<file path="config.mk">
export PLATFORM = sky130hd
export DESIGN_NAME = multiplier_dsp_pipe
export DESIGN_NICKNAME = d
export VERILOG_FILES = /design/src/rtl/multiplier_dsp_pipe.sv
export SDC_FILE = /design/constraint.sdc
export NUM_CORES = 1
export LEC_CHECK = 0
export ABC_AREA = 1
export BUFFER_PORTS_ARGS = -buffer_cell sky130_fd_sc_hd__buf_2
export CORE_MARGIN = 2
export CORE_UTILIZATION = 39
export CTS_CLUSTER_SIZE = 8
export DETAILED_ROUTE_END_ITERATION = 8
export PLACE_DENSITY = 0.68
export SETUP_SLACK_MARGIN = 0.5
export SLEW_MARGIN = 5
export SYNTH_ARGS = -nofsm -noshare
export SYNTH_HDL_FRONTEND = slang
export SYNTH_SLANG_ARGS = --single-unit
</file>
<file path="constraint.sdc">
create_clock -name clk -period 5.5 [get_ports clk]
set_input_delay 0.55 -clock clk [delete_from_list [all_inputs] [get_ports clk]]
set_output_delay 0.55 -clock clk [all_outputs]
set_load 0.005 [all_outputs]
</file>
<file path="src/rtl/multiplier_dsp_pipe.sv">
// Fully pipelined WIDTH x WIDTH multiplier with low/high-half, signed-high and
// multiply-accumulate modes; a tag rides alongside each operation.
module multiplier_dsp_pipe #(
  parameter int WIDTH     = 16,
  parameter int LATENCY   = 2,
  parameter int TAG_WIDTH = 4
) (
  input  logic                 clk,
  input  logic                 rst,
  input  logic                 valid_in,
  input  logic [1:0]           mode,
  input  logic                 acc_clear,
  input  logic [WIDTH-1:0]     in0,
  input  logic [WIDTH-1:0]     in1,
  input  logic [TAG_WIDTH-1:0] tag_in,
  output logic                 valid_out,
  output logic [WIDTH-1:0]     out,
  output logic [TAG_WIDTH-1:0] tag_out
);

  localparam logic [1:0] MODE_MUL_LO = 2'd0;
  localparam logic [1:0] MODE_MULHU  = 2'd1;
  localparam logic [1:0] MODE_MULHS  = 2'd2;
  localparam logic [1:0] MODE_MAC    = 2'd3;
  localparam int PW = 2 * WIDTH;
  localparam int NS = LATENCY - 1;

  logic                 r_s0_valid;
  logic [1:0]           r_s0_mode;
  logic                 r_s0_clr;
  logic [WIDTH-1:0]     r_s0_a;
  logic [WIDTH-1:0]     r_s0_b;
  logic [TAG_WIDTH-1:0] r_s0_tag;

  // Operand capture; only the valid bit needs clearing on reset.
  always_ff @(posedge clk) begin
    r_s0_mode <= mode;
    r_s0_clr  <= acc_clear;
    r_s0_a    <= in0;
    r_s0_b    <= in1;
    r_s0_tag  <= tag_in;
    if (rst) begin
      r_s0_valid <= 1'b0;
    end else begin
      r_s0_valid <= valid_in;
    end
  end

  // Sign-extending only for MULHS lets one 2W-bit multiply serve every mode.
  logic          w_signed;
  logic [PW-1:0] w_a_ext;
  logic [PW-1:0] w_b_ext;
  logic [PW-1:0] w_prod;

  assign w_signed = (r_s0_mode == MODE_MULHS);
  assign w_a_ext  = {{WIDTH{w_signed & r_s0_a[WIDTH-1]}}, r_s0_a};
  assign w_b_ext  = {{WIDTH{w_signed & r_s0_b[WIDTH-1]}}, r_s0_b};
  assign w_prod   = w_a_ext * w_b_ext;

  logic [PW-1:0]        r_p   [1:NS];
  logic                 r_v   [1:NS];
  logic [1:0]           r_m   [1:NS];
  logic                 r_c   [1:NS];
  logic [TAG_WIDTH-1:0] r_t   [1:NS];

  always_ff @(posedge clk) begin
    r_p[1] <= w_prod;
    r_m[1] <= r_s0_mode;
    r_c[1] <= r_s0_clr;
    r_t[1] <= r_s0_tag;
    if (rst) begin
      r_v[1] <= 1'b0;
    end else begin
      r_v[1] <= r_s0_valid;
    end
  end

  genvar gi;
  generate
    for (gi = 2; gi <= NS; gi++) begin : g_stage
      always_ff @(posedge clk) begin
        r_p[gi] <= r_p[gi-1];
        r_m[gi] <= r_m[gi-1];
        r_c[gi] <= r_c[gi-1];
        r_t[gi] <= r_t[gi-1];
        if (rst) begin
          r_v[gi] <= 1'b0;
        end else begin
          r_v[gi] <= r_v[gi-1];
        end
      end
    end
  endgenerate

  // The accumulator is read and written only here, so back-to-back MACs chain.
  logic [WIDTH-1:0] r_acc;
  logic [WIDTH-1:0] w_lo;
  logic [WIDTH-1:0] w_hi;
  logic [WIDTH-1:0] w_base;
  logic [WIDTH-1:0] w_mac;
  logic [WIDTH-1:0] w_result;

  assign w_lo   = r_p[NS][WIDTH-1:0];
  assign w_hi   = r_p[NS][PW-1:WIDTH];
  assign w_base = r_c[NS] ? '0 : r_acc;
  assign w_mac  = w_base + w_lo;

  always_comb begin
    w_result = w_lo;
    case (r_m[NS])
      MODE_MUL_LO: w_result = w_lo;
      MODE_MULHU:  w_result = w_hi;
      MODE_MULHS:  w_result = w_hi;
      MODE_MAC:    w_result = w_mac;
      default:     w_result = w_lo;
    endcase
  end

  always_ff @(posedge clk) begin
    if (rst) begin
      valid_out <= 1'b0;
      out       <= '0;
      tag_out   <= '0;
      r_acc     <= '0;
    end else begin
      valid_out <= r_v[NS];
      if (r_v[NS]) begin
        out     <= w_result;
        tag_out <= r_t[NS];
        if (r_m[NS] == MODE_MAC) begin
          r_acc <= w_mac;
        end
      end
    end
  end

endmodule

</file>
Word level (Yosys, flattened, before mapping)
Memories as Yosys holds them, arrays and structs flattened. A register that Yosys moved wholly into a read port is not among the register bits.
Index checks and enable logic that the tools add are counted.
{"block": "op_classes", "addsub": 1, "n_mul": 1, "eq_ne": 4, "n_mux": 6, "bitwise": 3, "n_reduce_logical": 3}
{"operator": "case mux 16 bit (3 select lines)", "n": 1}
{"operator": "multiplier 17 x 17 -> 32 bit", "n": 1}
{"operator": "adder 16 bit", "n": 1}
{"operator": "2-to-1 mux 16 bit", "n": 1}
{"operator": "== test 2 bit, second input constant", "n": 3}
{"operator": "2-to-1 mux 1 bit", "n": 4}
{"operator": "AND 1 bit", "n": 2}
{"operator": "== test 2 x 1 -> 1 bit, second input constant", "n": 1}
{"operator": "zero test 2 bit", "n": 1}
{"operator": "AND reduction 2 bit", "n": 1}
{"operator": "OR reduction 2 bit", "n": 1}
{"operator": "bitwise OR 1 bit", "n": 1}
{"block": "totals", "register_bits": 73, "ramBits": 40, "inputBits": 42, "out_inout_bits": 21, "word_cells": 32, "memories": 5}
{"memory": "r_p", "depth": 1, "word_bits": 32, "rd": 1, "rd_clocked_by_memory_dff": 0, "wr": 1, "line_no": "60", "source": "logic [PW-1:0] r_p [1:NS];"}
{"memory": "r_t", "depth": 1, "word_bits": 4, "rd": 1, "rd_clocked_by_memory_dff": 1, "wr": 1, "line_no": "64", "source": "logic [TAG_WIDTH-1:0] r_t [1:NS];"}
{"memory": "r_m", "depth": 1, "word_bits": 2, "rd": 1, "rd_clocked_by_memory_dff": 0, "wr": 1, "line_no": "62", "source": "logic [1:0] r_m [1:NS];"}
{"memory": "r_c", "depth": 1, "word_bits": 1, "rd": 1, "rd_clocked_by_memory_dff": 0, "wr": 1, "line_no": "63", "source": "logic r_c [1:NS];"}
{"memory": "r_v", "depth": 1, "word_bits": 1, "rd": 1, "rd_clocked_by_memory_dff": 0, "wr": 1, "line_no": "61", "source": "logic r_v [1:NS];"}

Logic depth before layout (Yosys ltp)
Gate-level depths: netlist of run 1.
{"block": "depth", "ltp_word": 3, "mapped_depth": 29, "mapped_depth_nobuf": 27}

Worst setup path before layout of run 1
OpenSTA, ideal clock, no wires.
{"block": "synth_path", "path_type": "register -> register", "start": "register r_s0_b[3]", "end": "memory r_p[1][31] in the netlist's numbering", "setup_ps": 112, "t_arrival_ps": 5431, "required_time_ps": 5388, "slack_ps": -43, "stages_incl_launch_ff": 20, "path_buffers": 2, "period_less_slack_ps": 5543, "cell_sequence": "dfxtp_1 -> clkbuf_1 -> clkbuf_1 -> nand2_1 -> fa_1 -> fa_1 -> inv_1 -> fa_1 -> fa_1 -> fa_1 -> fa_1 -> ha_1 -> a21oi_1 -> o21ai_0 -> a21oi_1 -> o21ai_0 -> nor2_2 -> inv_2 -> nand2_1 -> nand2_1"}
{"block": "synth_between", "elab_chain_len": 1}
{"item": "start, declared", "line_no": "32", "source": "logic [WIDTH-1:0] r_s0_b;"}
{"item": "start signal, assigned", "line_no": "40", "source": "r_s0_b <= in1;"}
{"item": "multiplier 17 x 17 -> 32 bit", "line_no": "58", "source": "assign w_prod = w_a_ext * w_b_ext;"}
{"item": "named net w_prod[31]", "line_no": "53", "source": "logic [PW-1:0] w_prod;"}
{"item": "end, declared", "line_no": "60"}
The timed path passes the listed nets, and every way through them passes these cells.

Final worst setup path of run 1
{"block": "layout_path", "start": "register r_s0_mode[0]", "end": "memory r_p[1][30] in the netlist's numbering"}
{"block": "layout_between", "elab_chain_len": 3, "word_cells_on_any_way": 4, "classes_between": "mul (1); eq/ne (1); bitwise (2)"}
{"item": "start, declared", "line_no": "29", "source": "logic [1:0] r_s0_mode;"}
{"item": "start signal, assigned", "line_no": "37", "source": "r_s0_mode <= mode;"}
{"item": "== test 2 bit *", "line_no": "55", "source": "assign w_signed = (r_s0_mode == MODE_MULHS);"}
{"item": "AND 1 bit (on tied branches)", "line_no": "56, 57"}
{"item": "multiplier 17 x 17 -> 32 bit *", "line_no": "58"}
{"item": "named net w_prod[30]", "line_no": "53"}
The timed path passes the listed nets; every way through them passes the cells marked *.

==> results.py, run 1 <==
metrics = {
    "worst_hold_path": {
        "hold_end": "r_s0_a[0]",
        "worstHoldPathCells": 1,
        "min_path_type": "primary input to flop",
        "min_from": "in0[0]",
    },
    "clocking": {
        "clk_path_buf_depth": 2,
        "cts.sinks": 117,
        "cts_made_buffers": 17,
        "tritoncts": "built",
        "htree_levels": 4,
        "clk_latency_ns": 0.46,
        "cts_hold_buffers": 0,
        "clockRootBuffer": "clkbuf_16",
        "cts.clk_slew.worst_paths_ns": 0.07,
    },
    "finish": {
        "antenna-diode-count": 0,
        "layout_commonest_cell": "inv_1",
        "drive_above_1_share": 0.225,
        "fin_cells": 2642,
        "syn2layout_area_growth_pct": 24.0,
        "final_cell_mix": "inv_1 (501), nand2_1 (434), fa_1 (269)",
        "nets": 2535,
        "fillCellCount": 3589,
        "design_area_um2": 19100,
    },
    "worst_setup_path": {
        "regToRegSetupSlack_ns": 0.09,
        "reg2reg_depth": 23,
        "crit_slowest_cell": "fa_1",
        "cpPeakStageDelay_ns": 0.59,
        "required_ns": 5.84,
        "reg2reg_to": "r_p[1][30]",
        "crit_fanout": 6,
        "start_kind": "flop",
        "cp_common_cell": "fa_1",
        "worstPathArrival_ns": 5.76,
        "r2r-start": "r_s0_mode[0]",
        "cp-end-kind": "flop",
        "path_cells": "inv_2 -> nand2_4 -> nor2_4 -> buf_4 -> nand2_1 -> fa_1 -> fa_2 -> buf_6 -> fa_1 -> inv_2 -> fa_1 -> inv_1 -> fa_1 -> inv_1 -> fa_1 -> ha_4 -> buf_4 -> a21oi_2 -> o21ai_2 -> a21oi_2 -> nand3_1 -> nand2_1 -> nand2_1",
        "crit_type": "flop to flop",
    },
    "yosys": {
        "ys_ff_latch": 117,
        "synthTopCellsByArea": "fa_1 (37%), dfxtp_1 (15%), inv_1 (13%), nand2_1 (11%), ha_1 (8.0%)",
        "synthesis.nets": 2398,
        "synth_top_cell_area_share": 0.368,
        "syn_inst": 1974,
        "synth.distinct_cells": 33,
        "synth-main-ff-cell": "dfxtp_1",
        "ys_seq_area_frac": 0.152,
        "synth_top_area_cell": "fa_1",
        "syn_area_per_cell_um2": 7.80,
        "yosysWarnings": 0,
        "synth-async-reset-ratio": 0,
        "syn_area_um2": 15400,
        "synth-edff-count": 0,
    },
    "detailed_routing": {
        "wirelength_met1_mm": 16.8,
        "route.met3.wl_mm": 1.75,
        "met2_length_mm": 20.8,
        "via_per_inst": 4.76,
        "wl_mm": 40.5,
        "drc": 0,
        "highest_layer": "met4",
        "num_vias": 12589,
        "firstDrtPassIters": 5,
        "drt_iter0_markers": 765,
        "wire_per_inst_um": 15.3,
        "drt.antenna.violating_nets": 0,
    },
    "global_route": {
        "grt_pass1_vias": 13458,
        "grt_start_max_net_pins": 32,
        "grt-ovfl-total": 0,
        "grt_first_pass_wirelength_mm": 66.7,
        "antenna_found_initial": 0,
        "track_usage": 0.207,
    },
    "timing": {
        "setup_viol": 0,
        "fin_crit_sh": 0.984,
        "worst_pin_slew_ns": 1.03,
        "hold_viol": 0,
        "tns_ns": 0,
        "fmax_mhz": 185,
        "maxSlewHeadroom": 0.311,
        "slew_viol_final": 0,
        "skew_ns": 0.0173,
        "finalCriticalPeriod_ns": 5.41,
        "rsz0062_at_grt": "true",
        "fin_ws_ns": 0.0872,
    },
    "die": {
        "fp-row-count": 72,
        "die_w_um": 203,
        "start_util": 0.396,
        "core_um2": 38800,
        "die_h_um": 203,
        "ios": 63,
        "dieArea_um2": 41100,
    },
    "outcome": {
        "status": "finished clean",
    },
    "placed_design": {
        "place.gp.congestion": 0.923,
        "placed_area_um2": 17100,
        "dp_slack_ns": -0.138,
        "dp_cells": 2573,
        "place_hpwl_mm": 33.3,
        "port-buffer-count": 62,
    },
    "job": {
        "maxCapViolations": 0,
    },
}
[cell usage after synthesis, types with 4 or more instances]
master	number
inv_1	527
nand2_1	469
fa_1	283
dfxtp_1	117
nor2_1	106
ha_1	99
a21oi_1	92
clkbuf_1	78
nand3_1	53
o21ai_0	42
xor2_1	24
nand4_1	11
xnor2_1	10
or2_2	9
nor3_1	7
a21o_1	5
nand2_2	5
o211ai_1	5
o21ai_1	4
o21bai_1	4
[repair_timing]
action | in CTS | in global routing
gates resized for setup | 134 | 172
pin swaps | 39 | 80
setup buffers | 14 | 23
setup endpoints to repair | 21 | 23
[routing by layer]
layer  vias to the layer above  GRT usage
met1                      6212      0.252
li1                       5991          -
met3                        82     0.0324
met4                         0     0.0730
met5                         -          0
met2                       304      0.372
[layout make-up]
cell class                      count  area [um2]  area share
Multi-Input combinational cell   1245       11800       0.621
Tap cell                          518         648      0.0339
Clock inverter                     15         206      0.0108
Timing Repair Buffer              202        1560      0.0815
Clock buffer                       17         425      0.0223
Inverter                          528        2000       0.105
Sequential cell                   117        2410       0.126
[how the worst max path moves through the flow]
stage / from / end / slack [ns] / cells after the start
after floorplan: r_s0_a[15] / r_p[1][31] / 0.45 / 23
after CTS: r_s0_mode[0] / r_p[1][31] / 0.09 / 22
after global placement: r_s0_mode[0] / r_p[1][27] / -0.09 / 18
after detailed placement: r_s0_mode[1] / r_p[1][27] / -0.14 / 17
final: r_s0_mode[0] / r_p[1][30] / 0.09 / 23
after global routing: r_s0_mode[0] / r_p[1][31] / -0.1 / 21
[critical path: cells and delay by family (launching register included)]
kind / cells / cell delay [ns]
buffers and inverters: 7 / 0.65
and+or+nand+nor: 6 / 0.53
adders and majority gates: 7 / 3.39
DFF: 1 / 0.33
AOI/OAI and AO/OA: 3 / 0.37
[kinds of logic (layout without fill, tap and decap cells)]
| logic type | count (synthesis) | count (layout) | synth area share |
|---|---|---|---|
| AO/OA/AOI/OAI | 159 | 159 | 0.0555 |
| AND/OR/NAND/NOR | 670 | 670 | 0.175 |
| adder cells (fa/ha/maj) | 382 | 382 | 0.449 |
| flip-flops | 117 | 117 | 0.152 |
| XOR/XNOR | 34 | 34 | 0.0193 |
| buffers and inverters | 612 | 762 | 0.150 |
[per-stage QoR]
step / util / hold slack [ns]
6_report: 0.492 / 0.183
5_1_grt: 0.492 / 0.173
4_1_cts: 0.471 / 0.163
3_5_place_dp: 0.440 / 0.315
3_3_place_gp: 0.440 / 0.312
2_1_floorplan: - / 0.310
[sequential cells by signal, indices dropped and copies added (netlist names), 2 cells and up]
signal,count
r_s0_tag,4
r_s0_b,16
r_t,4
tag_out,4
r_s0_a,16
out,16
r_acc,16
r_s0_mode,2
r_p,32
r_m,2
Power of run 1 is not shown: default switching activity piles up to over one toggle a cycle in this logic, so the estimate is an artifact.
==> run 2, diff against run 1 <==
SETUP_SLACK_MARGIN = 0.2   (was 0.5)
==> run 2 against run 1 <==
Compared with the run above: critical path depth is 2 lower; routed wire length is 0.24% higher; maximum frequency is 0.78% higher; non-clock buffer count is 23 lower; hold slack better by 0.013 ns; clock-buffer cell count is 1 higher; global-route usage hardly changed; register-to-register slack better by 0.04 ns; die area stayed put; via count is 0.57% higher; first-iteration DRC count is 10% lower; worst setup slack better by 0.042 ns; critical endpoint is now r_p[1][28]; largest cell class unchanged.
==> results.py, run 2 (synthesis results as in run 1) <==
metrics = {
    "detailed_routing": {
        "wire_per_inst_um": 15.5,
        "num_vias": 12661,
        "drc": 0,
        "firstDrtPassIters": 5,
        "drt.antenna.violating_nets": 0,
        "wl_mm": 40.6,
        "via_per_inst": 4.83,
        "drt_iter0_markers": 688,
    },
    "timing": {
        "slew_viol_final": 0,
        "tns_ns": 0,
        "fin_crit_sh": 0.976,
        "finalCriticalPeriod_ns": 5.37,
        "maxSlewHeadroom": 0.309,
        "fmax_mhz": 186,
        "rsz0062_at_grt": "true",
        "worst_hold_slack_ns": 0.196,
        "setup_viol": 0,
        "hold_viol": 0,
        "worst_pin_slew_ns": 1.04,
        "skew_ns": 0.0167,
        "fin_ws_ns": 0.129,
    },
    "worst_setup_path": {
        "crit_type": "flop to flop",
        "start_kind": "flop",
        "required_ns": 5.86,
        "cp-end-kind": "flop",
        "worstPathArrival_ns": 5.74,
        "crit_fanout": 5,
    },
    "clocking": {
        "clk_latency_ns": 0.45,
        "clockRootBuffer": "clkbuf_16",
        "htree_levels": 4,
        "cts.clk_slew.worst_paths_ns": 0.06,
        "cts_made_buffers": 17,
        "clk_path_buf_depth": 2,
        "cts.sinks": 117,
        "tritoncts": "built",
    },
    "global_route": {
        "grt-ovfl-total": 0,
        "grt_first_pass_wirelength_mm": 67.1,
        "track_usage": 0.207,
        "antenna_found_initial": 0,
        "grt_start_max_net_pins": 32,
        "grt_pass1_vias": 13476,
    },
    "placed_design": {
        "place_hpwl_mm": 33.1,
        "dp_slack_ns": -0.236,
        "port-buffer-count": 62,
        "place.gp.congestion": 0.904,
    },
    "worst_hold_path": {
        "min_path_type": "primary input to flop",
    },
    "die": {
        "die_w_um": 203,
        "fp-row-count": 72,
        "core_um2": 38800,
        "ios": 63,
        "dieArea_um2": 41100,
        "die_h_um": 203,
        "start_util": 0.396,
    },
    "finish": {
        "layout_commonest_cell": "inv_1",
        "top_register": "r_p",
        "multi_input_area_um2": 11700,
        "drive_above_1_share": 0.199,
        "fillCellCount": 3666,
        "register_area_um2": 2390,
        "syn2layout_area_growth_pct": 21.1,
        "antenna-diode-count": 0,
        "final_cell_mix": "inv_1 (506), nand2_1 (449), fa_1 (277)",
        "nets": 2512,
        "largest_register_ff_count": 32,
    },
    "outcome": {
        "status": "finished clean",
    },
    "job": {
        "maxCapViolations": 0,
    },
}
## run 2: cell count changes in the layout (fill, tap and decap cells not counted), sizes merged
cell    previous run  this run
buf              202       179
clkbuf            17        18
clkinv             2         7
inv              537       531
## run 2: worst paths after layout
check                     from          to  slack [ns]  cells past startpoint
hold / removal         in1[13]  r_s0_b[13]        0.20                      1
setup reg to reg  r_s0_mode[0]  r_p[1][28]        0.13                     21
hold reg to reg       r_s0_clr      r_c[1]        0.33                      0
setup / recovery  r_s0_mode[0]  r_p[1][28]        0.13                     21
## run 2: metrics by stage
stage / util / instances / area, um2
2_1_floorplan: - / 1974 / 15400
3_3_place_gp: 0.435 / 2574 / 16900
3_5_place_dp: 0.435 / 2574 / 16900
4_1_cts: 0.461 / 2611 / 17900
5_1_grt: 0.480 / 2619 / 18600
6_report: 0.480 / 2619 / 18600
## run 2: critical path, stage by stage, from the launching register on
cell and delay (ns):
dfxtp_2 0.32, inv_2 0.06, nand2_4 0.09, nor2_4 0.15, inv_4 0.08, buf_4 0.14
or2_2 0.28, fa_1 0.49, inv_2 0.04, fa_1 0.48, inv_1 0.05, fa_1 0.49
fa_1 0.44, fa_1 0.51, inv_1 0.05, fa_1 0.48, ha_4 0.32, nand2_1 0.17
nor3_2 0.26, nand3_1 0.11, nand3_1 0.11, xor2_1 0.15
## run 2: layout make-up
type                    count  share of cell area
multi-input cells        1245               0.628
clock inverters            14             0.00933
inverters                 528               0.107
flip-flops and latches    117               0.128
well taps                 518              0.0348
repair buffers            179              0.0702
clock buffers              18              0.0230
## run 2: layer usage
metal / track usage / up-vias / wire (um)
li1: - / 5950 / -
met1: 0.262 / 6197 / 17000
met2: 0.355 / 402 / 19900
met3: 0.0249 / 112 / 2000
met4: 0.0952 / 0 / 1700
met5: 0 / - / 0
## run 2: what timing repair did
action,4_1_cts,5_1_grt
pin swaps,26,51
gates resized for setup,90,186
hold buffers,0,0
endpoints found under the setup margin,18,19
buffers inserted,5,8
endpoints found under the hold margin,0,0
Power of run 2 is left out for the same reason.
